[src/rtl/bin_to_bcd_seq_if.sv]
// Handshake and result bundle for the sequential binary-to-BCD converter.
// The bench or top level drives the master side; the converter is the slave.
interface bin_to_bcd_seq_if #(
  parameter int WIDTH  = 8,
  parameter int DIGITS = 3
);
  logic                  Start;
  logic [WIDTH-1:0]      Bin;
  logic                  Ready;
  logic                  Done;
  logic [4*DIGITS-1:0]   Digits;
  logic [DIGITS-1:0]     Blank;
  logic                  Overflow;

  modport master (
    output Start, Bin,
    input  Ready, Done, Digits, Blank, Overflow
  );

  modport slave (
    input  Start, Bin,
    output Ready, Done, Digits, Blank, Overflow
  );
endinterface

[src/rtl/bin_to_bcd_seq.sv]
// Double-dabble binary to packed BCD, one shift per cycle.
// Results are held between conversions and carry a leading-zero blank mask.
module bin_to_bcd_seq #(
  parameter int WIDTH  = 8,
  parameter int DIGITS = 3
) (
  input logic           Clk,
  input logic           ResetN,
  bin_to_bcd_seq_if.slave bus
);

  localparam int AW = 4 * DIGITS;
  localparam int CW = $clog2(WIDTH + 1);
  localparam logic [DIGITS-1:0] RST_BLANK = ~DIGITS'(1);

  typedef enum logic {
    S_IDLE,
    S_CONVERT
  } state_t;

  state_t r_state;
  state_t w_state_nx;

  logic [CW-1:0]     r_cnt;
  logic [WIDTH-1:0]  r_sh;
  logic [AW-1:0]     r_acc;
  logic              r_ovf;

  logic [AW-1:0]     r_digits;
  logic [DIGITS-1:0] r_blank;
  logic              r_ovf_out;
  logic              r_done;

  logic [AW-1:0]     w_adj;
  logic [AW-1:0]     w_acc_nx;
  logic [WIDTH-1:0]  w_sh_nx;
  logic              w_ovf_nx;
  logic [DIGITS-1:0] w_blank;
  logic              w_run;
  logic              w_accept;
  logic              w_last;

  always_comb begin
    w_adj = r_acc;
    for (int d = 0; d < DIGITS; d++) begin
      if (r_acc[4*d +: 4] >= 4'd5)
        w_adj[4*d +: 4] = r_acc[4*d +: 4] + 4'd3;
    end
  end

  // The adjusted accumulator's top bit is what falls off on the shift.
  assign {w_acc_nx, w_sh_nx} = {w_adj[AW-2:0], r_sh, 1'b0};
  assign w_ovf_nx = r_ovf | w_adj[AW-1];

  always_comb begin
    w_blank = '0;
    w_run   = 1'b1;
    for (int i = DIGITS - 1; i >= 1; i--) begin
      w_run      = w_run & (w_acc_nx[4*i +: 4] == 4'd0);
      w_blank[i] = w_run;
    end
  end

  always_ff @(posedge Clk or negedge ResetN) begin
    if (!ResetN)
      r_state <= S_IDLE;
    else
      r_state <= w_state_nx;
  end

  always_comb begin
    w_state_nx = r_state;
    w_accept   = 1'b0;
    w_last     = 1'b0;
    unique case (1'b1)
      (r_state == S_IDLE): begin
        if (bus.Start) begin
          w_accept   = 1'b1;
          w_state_nx = S_CONVERT;
        end
      end
      (r_state == S_CONVERT): begin
        if (r_cnt == CW'(1)) begin
          w_last     = 1'b1;
          w_state_nx = S_IDLE;
        end
      end
      default: w_state_nx = S_IDLE;
    endcase
  end

  always_ff @(posedge Clk or negedge ResetN) begin
    if (!ResetN) begin
      r_cnt     <= '0;
      r_sh      <= '0;
      r_acc     <= '0;
      r_ovf     <= 1'b0;
      r_digits  <= '0;
      r_blank   <= RST_BLANK;
      r_ovf_out <= 1'b0;
      r_done    <= 1'b0;
    end else begin
      r_done <= 1'b0;
      if (w_accept) begin
        r_sh  <= bus.Bin;
        r_acc <= '0;
        r_ovf <= 1'b0;
        r_cnt <= CW'(WIDTH);
      end else if (r_state == S_CONVERT) begin
        r_sh  <= w_sh_nx;
        r_acc <= w_acc_nx;
        r_ovf <= w_ovf_nx;
        r_cnt <= r_cnt - CW'(1);
        if (w_last) begin
          r_digits  <= w_acc_nx;
          r_blank   <= w_blank;
          r_ovf_out <= w_ovf_nx;
          r_done    <= 1'b1;
        end
      end
    end
  end

  assign bus.Ready    = (r_state == S_IDLE);
  assign bus.Done     = r_done;
  assign bus.Digits   = r_digits;
  assign bus.Blank    = r_blank;
  assign bus.Overflow = r_ovf_out;

endmodule

[src/flat_wrapper.sv]
// flat-port wrapper written by rule: the top's interface ports become plain ports
module bin_to_bcd_seq_flat 
#(
  parameter int WIDTH  = 8,
  parameter int DIGITS = 3
)
  (Clk, ResetN, bus_Start, bus_Bin, bus_Ready, bus_Done, bus_Digits, bus_Blank, bus_Overflow);
  bin_to_bcd_seq_if #(.WIDTH(WIDTH), .DIGITS(DIGITS)) bus_i ();
  input logic Clk;
  input logic ResetN;
  input wire logic [$bits(bus_i.Start)-1:0] bus_Start;
  input wire logic [$bits(bus_i.Bin)-1:0] bus_Bin;
  output wire logic [$bits(bus_i.Ready)-1:0] bus_Ready;
  output wire logic [$bits(bus_i.Done)-1:0] bus_Done;
  output wire logic [$bits(bus_i.Digits)-1:0] bus_Digits;
  output wire logic [$bits(bus_i.Blank)-1:0] bus_Blank;
  output wire logic [$bits(bus_i.Overflow)-1:0] bus_Overflow;
  assign bus_i.Start = bus_Start;
  assign bus_i.Bin = bus_Bin;
  assign bus_Ready = bus_i.Ready;
  assign bus_Done = bus_i.Done;
  assign bus_Digits = bus_i.Digits;
  assign bus_Blank = bus_i.Blank;
  assign bus_Overflow = bus_i.Overflow;
  bin_to_bcd_seq #(.WIDTH(WIDTH), .DIGITS(DIGITS)) u_core (.Clk(Clk), .ResetN(ResetN), .bus(bus_i));
endmodule
[config.mk]
export PLATFORM = sky130hd
export DESIGN_NAME = bin_to_bcd_seq_flat
export DESIGN_NICKNAME = d
export VERILOG_FILES = /design/src/rtl/bin_to_bcd_seq_if.sv /design/src/rtl/bin_to_bcd_seq.sv /design/src/flat_wrapper.sv
export SDC_FILE = /design/constraint.sdc
export NUM_CORES = 1
export LEC_CHECK = 0
export BUFFER_PORTS_ARGS = -buffer_cell sky130_fd_sc_hd__clkbuf_2
export CORE_UTILIZATION = 40
export CTS_BUF_LIST = sky130_fd_sc_hd__clkbuf_8
export CTS_CLUSTER_DIAMETER = 80
export CTS_CLUSTER_SIZE = 30
export DETAILED_ROUTE_END_ITERATION = 10
export GPL_ROUTABILITY_DRIVEN = 1
export PLACE_DENSITY = 0.62
export REMOVE_ABC_BUFFERS = 1
export SLEW_MARGIN = 30
export SYNTH_ARGS = -nofsm -noshare
export SYNTH_HDL_FRONTEND = slang
export SYNTH_SLANG_ARGS = --single-unit
[constraint.sdc]
create_clock -name Clk -period 4.7 [get_ports Clk]
set_input_delay 0.705 -clock Clk [delete_from_list [all_inputs] [get_ports Clk]]
set_output_delay 0.705 -clock Clk [all_outputs]
set_load 0.05 [all_outputs]
### Word-level counts from Yosys, hierarchy flattened

Index checks and enable logic that the tools add are counted.
Widths: inputs -> output; s select.

| storage, ports and cells | value |
|---|---|
| bits of input ports | 11 |
| output and inout bits | 18 |
| bits in registers | 42 |
| logic and storage cells | 45 |

| operators by class | value |
|---|---|
| $lt $le $gt $ge | 3 |
| bitwise operators | 4 |
| reductions and logical operators | 4 |
| muxes and demuxes | 20 |
| add/subtract/negate cells | 4 |
| equal/unequal tests | 1 |

Operator list:

| operator | number |
|---|---|
| $mux 12 | 2 |
| $mux 4 | 5 |
| $mux 8 | 2 |
| $add 4x2->4 const B | 3 |
| $ge 4x3->1 const B | 3 |
| $mux 1 | 10 |
| $logic_not 4->1 | 2 |
| $eq 4x1->1 const B | 1 |
| $sub 4x1->4 const B | 1 |
| $reduce_and 3->1 | 1 |
| $not 1->1 | 2 |
| $pmux 1 s2 | 1 |
| $reduce_bool 2->1 | 1 |
| $and 1x1->1 | 1 |
| $or 1x1->1 | 1 |

### Logic depth before layout (Yosys ltp)

| depth | value |
|---|---|
| word-level depth | 6 |
| depth in mapped cells | 7 |
| depth with buffers taken out | 6 |

### Least setup slack after synthesis

No wires, ideal clock.

| timing | value |
|---|---|
| path kind | register to output |
| start | reg u_core.r_state |
| end | out bus_Ready |
| path buffers | 1 |
| data required time | 3.995 ns |
| data arrival time | 1.069 ns |
| stages on the path, launching flop included | 3 |
| setup slack | 2.926 ns |
| cell sequence | dfrtp_1 -> inv_1 -> clkbuf_1 |

| between the ends | value |
|---|---|
| longest elaborated chain between the ends | 1 |

RTL lines:

| element | RTL line | source |
|---|---|---|
| start: declaration | bin_to_bcd_seq.sv:21 | `state_t r_state;` |
| start signal: assignment | bin_to_bcd_seq.sv:68 | `r_state <= w_state_nx;` |
| $not 1->1 | bin_to_bcd_seq.sv:124 | `assign bus.Ready = (r_state == S_IDLE);` |
| end: declaration | flat_wrapper.sv:13 | `output wire logic [$bits(bus_i.Ready)-1:0] bus_Ready;` |

No other way between the ends.

### Worst setup path after layout

Same ends and word-level chain as after synthesis.

==> results.md <==
- Largest delay share family, worst path: buffers and inverters
- Routability Congestion: 0.751
- Final critical-path setup slack: 1.89 ns
- Setup bufs post-CTS: 0
- Die height: 73.6 microns
- I/O Buffers: 27
- Crit path kind: reg -> out
- Static Leak: 1.11 nW
- WL final: 3.80 mm
- Clk_lat worst skew: 0.29 ns
- Floorplan row count: 25
- CP max stage cell: dfrtp_1
- Detail Route Antenna Nets: 0
- Clk_skew: 0.00767 ns
- Cell count after synthesis: 206
- Setup Viol. Count Final: 0
- DRT iter0 DRCs: 55
- Layout fillers: 502
- Setup WS pre-CTS: 2.04 ns
- Final HPWL DP: 2.58 mm
- Initial Utilization: 42.5%
- Worst setup EP type: output pin
- Drt drc: 0
- Critical-path cell list: inv_1 > clkbuf_2
- Nets: 248
- Max Slew Vio Count: 0
- Async set or reset register ratio after synthesis: 100%
- First-pass GRT wire length: 6.66 mm
- Tmin final: 2.81 ns
- CP Data Required Time: 3.99 ns
- RSZ-0062 raised after global routing: false
- CP bufs+invs: 2
- Fmax: 0.355 GHz
- Area growth, synth to finish: 13.8%
- Yosys warns: 0
- Synthesis-stage register bit count: 42
- Crit path arrival time: 2.11 ns
- Reg-to-Reg End: u_core.bus.Blank[1]$_DFFE_PN1P_
- Synth top area cells: dfrtp_1 49%, nand2_1 6.4%, mux2i_1 5.9%
- Final worst-path cycle share: 59.9%
- DIE WIDTH: 73.6 microns
- CTS Buffer Depth: 2
- Worst Path Max Fanout: 30
- Die area: 5410 sq um
- Sequential fraction of the synthesis area: 51.4%
- Vias in the first global route: 1,457
- Number of H-tree levels: 2
- GRT Util Overall: 16.1%
- Startpoint types: flop
- Core area: 4820 sq um
- Status: finished clean
- Reg-to-reg startpoint: u_core.r_state$_DFF_PN0_
- CTS Hold Bufs: 0
- Relative slew slack: 46.0%
- Via count: 1,499
- Endpoints failing hold: 0
- Worst reg-to-reg setup slack: 2.08 ns
- CTS sink count: 42
- Syn_area_per_cell: 9.95 sq um
- Initial antenna violation count: 0
- Post-synthesis cell area: 2050 sq um
- Worst reg2reg path depth: 4
- DRT Pass-1 Iters: 4
- Vias per cell: 5.05
- Area leader, netlist: dfrtp_1
- MaxCap Viol Count: 0
- CP max stage delay: 0.87 ns
- CTS Buf Count: 5
- Largest net degree at the start of global routing: 43
- Setup TNS: 0 ns
- Ant diodes: 0
- Gates resized, CTS repair: 0
- Layout cells sized above 1: 19.1%
- Post-synth top flop: dfrtp_1
- Pwr per Cell Area: 786 nW/um^2
- Hold Path Class: in -> async
- Slew @ Worst Pin: 0.810 ns
- Maximum VDD drop: 0.315 mV
- Worst-path clk slew: 0.08 ns
- Routed WL per cell: 12.8 microns
- Ports: 29
- Post-synth EDFFs: 0
- CTS tree: yes
- Overflow after GRT: 0
- Netlist cell types: 36
- Yosys top cell area share: 48.8%
- Clock root buffer: clkbuf_8
-- sequential cells by signal (all words and copies together) (netlist names) --
name and flops:
u_core.bus.Digits 12, u_core.r_acc 12, u_core.bus.Overflow 1, u_core.bus.Done 1
u_core.r_cnt 4, u_core.r_ovf 1, u_core.r_state 1, u_core.r_sh 8
u_core.bus.Blank 2
-- how the worst max path moves through the flow --
| stage | startpoint | endpoint | slack (ns) | depth (start not counted) |
|---|---|---|---|---|
| floorplan | u_core.r_state$_DFF_PN0_ | u_core.bus.Blank[1]$_DFFE_PN1P_ | 2.63 | 4 |
| global placement | u_core.r_state$_DFF_PN0_ | u_core.bus.Blank[1]$_DFFE_PN1P_ | 2.11 | 4 |
| detailed placement | u_core.r_state$_DFF_PN0_ | u_core.bus.Blank[1]$_DFFE_PN1P_ | 2.04 | 4 |
| CTS | u_core.r_state$_DFF_PN0_ | bus_Ready | 1.84 | 2 |
| global route | u_core.r_state$_DFF_PN0_ | bus_Ready | 1.63 | 2 |
| finish | u_core.r_state$_DFF_PN0_ | bus_Ready | 1.89 | 2 |
-- kinds of logic after synthesis --
kind of cell / share of synthesized area, %
AND/OR/NAND/NOR: 14.8
other: 0.183
buffers and inverters: 4.52
AO/OA/AOI/OAI: 14.5
XOR/XNOR: 2.14
multiplexers: 7.51
flip-flops: 51.4
adder cells (fa/ha/maj): 4.88
-- cells in the mapped netlist, drive strengths merged, types with 3 or more instances --
cell type and instances:
o22ai 10, dfrtp 40, nor2 9, mux2 3, clkbuf 6, nand2b 3
xnor2 5, nand2 35, mux2i 12, buf 5, o21ai 19, ha 8
nor3 3, inv 12, a21oi 8, nor3b 8, a21o 3
-- power breakdown --
| group | switching (mW) | leakage [nW] | internal [mW] |
|---|---|---|---|
| logic | 0.556 | 0.529 | 0.314 |
| clock network | 0.122 | 0.0579 | 0.156 |
| registers | 0.156 | 0.521 | 0.528 |
| total | 0.834 | 1.11 | 0.999 |
-- worst register-to-register path: cells and delay by family (launching register included) --
kind / cells / cell delay (ns)
AO/OA/AOI/OAI: 3 / 0.92
AND/OR/NAND/NOR: 1 / 0.76
flip-flops: 1 / 0.87
-- final cells by class --
type	count	area, sq um	share of cell area [%]
clock buffers	5	68.8	2.95
clock inverters	3	40.0	1.72
inverters	12	45.0	1.93
multi-input cells	141	903	38.7
flip-flops and latches	42	1050	45.2
well taps	67	83.8	3.59
repair buffers	27	138	5.90
-- routing by layer --
| layer | GRT usage (%) | routed length [microns] | vias to the layer above |
|---|---|---|---|
| met5 | 0 | 0 | - |
| met4 | 5.13 | 31 | 0 |
| met3 | 3.70 | 171 | 4 |
| met2 | 26.2 | 1720 | 33 |
| met1 | 21.3 | 1880 | 715 |
| li1 | - | - | 747 |
-- placed cells by master, fill, tap and decap left out --
cell type,instances
clkinv_2,2
nand4bb_1,1
inv_2,1
a211oi_1,1
dfstp_2,2
nand3b_1,1
a31oi_1,1
and2_1,2
a21o_1,3
nor2_1,9
o22ai_1,10
or3b_1,1
o2111ai_1,1
nand3_1,1
xnor2_1,5
mux2_2,3
clkbuf_4,1
a2111oi_2,1
nor3b_1,8
o31ai_2,1
ha_1,8
a21oi_1,8
clkbuf_8,5
inv_1,11
clkbuf_2,26
o31ai_1,1
a211oi_2,1
nor3_1,3
mux2i_1,12
nand2_1,35
conb_1,1
bufinv_16,1
o21ai_0,18
nand2b_1,3
dfrtp_1,40
o21ai_1,1
o211ai_1,1
-- metrics by stage --
stage               hold slack, ns  utilization, %  cells  area [sq um]  total power, mW
finish                       0.425            48.4    297          2330             1.83
global placement             0.465            46.1    289          2220             1.55
global route                 0.480            48.4    297          2330             2.00
CTS                          0.446            48.4    297          2330             1.85
detailed placement           0.460            46.2    289          2220             1.57
floorplan                    0.409               -    195          2000             1.36
No activity file was read; power rests on OpenSTA's default activity.
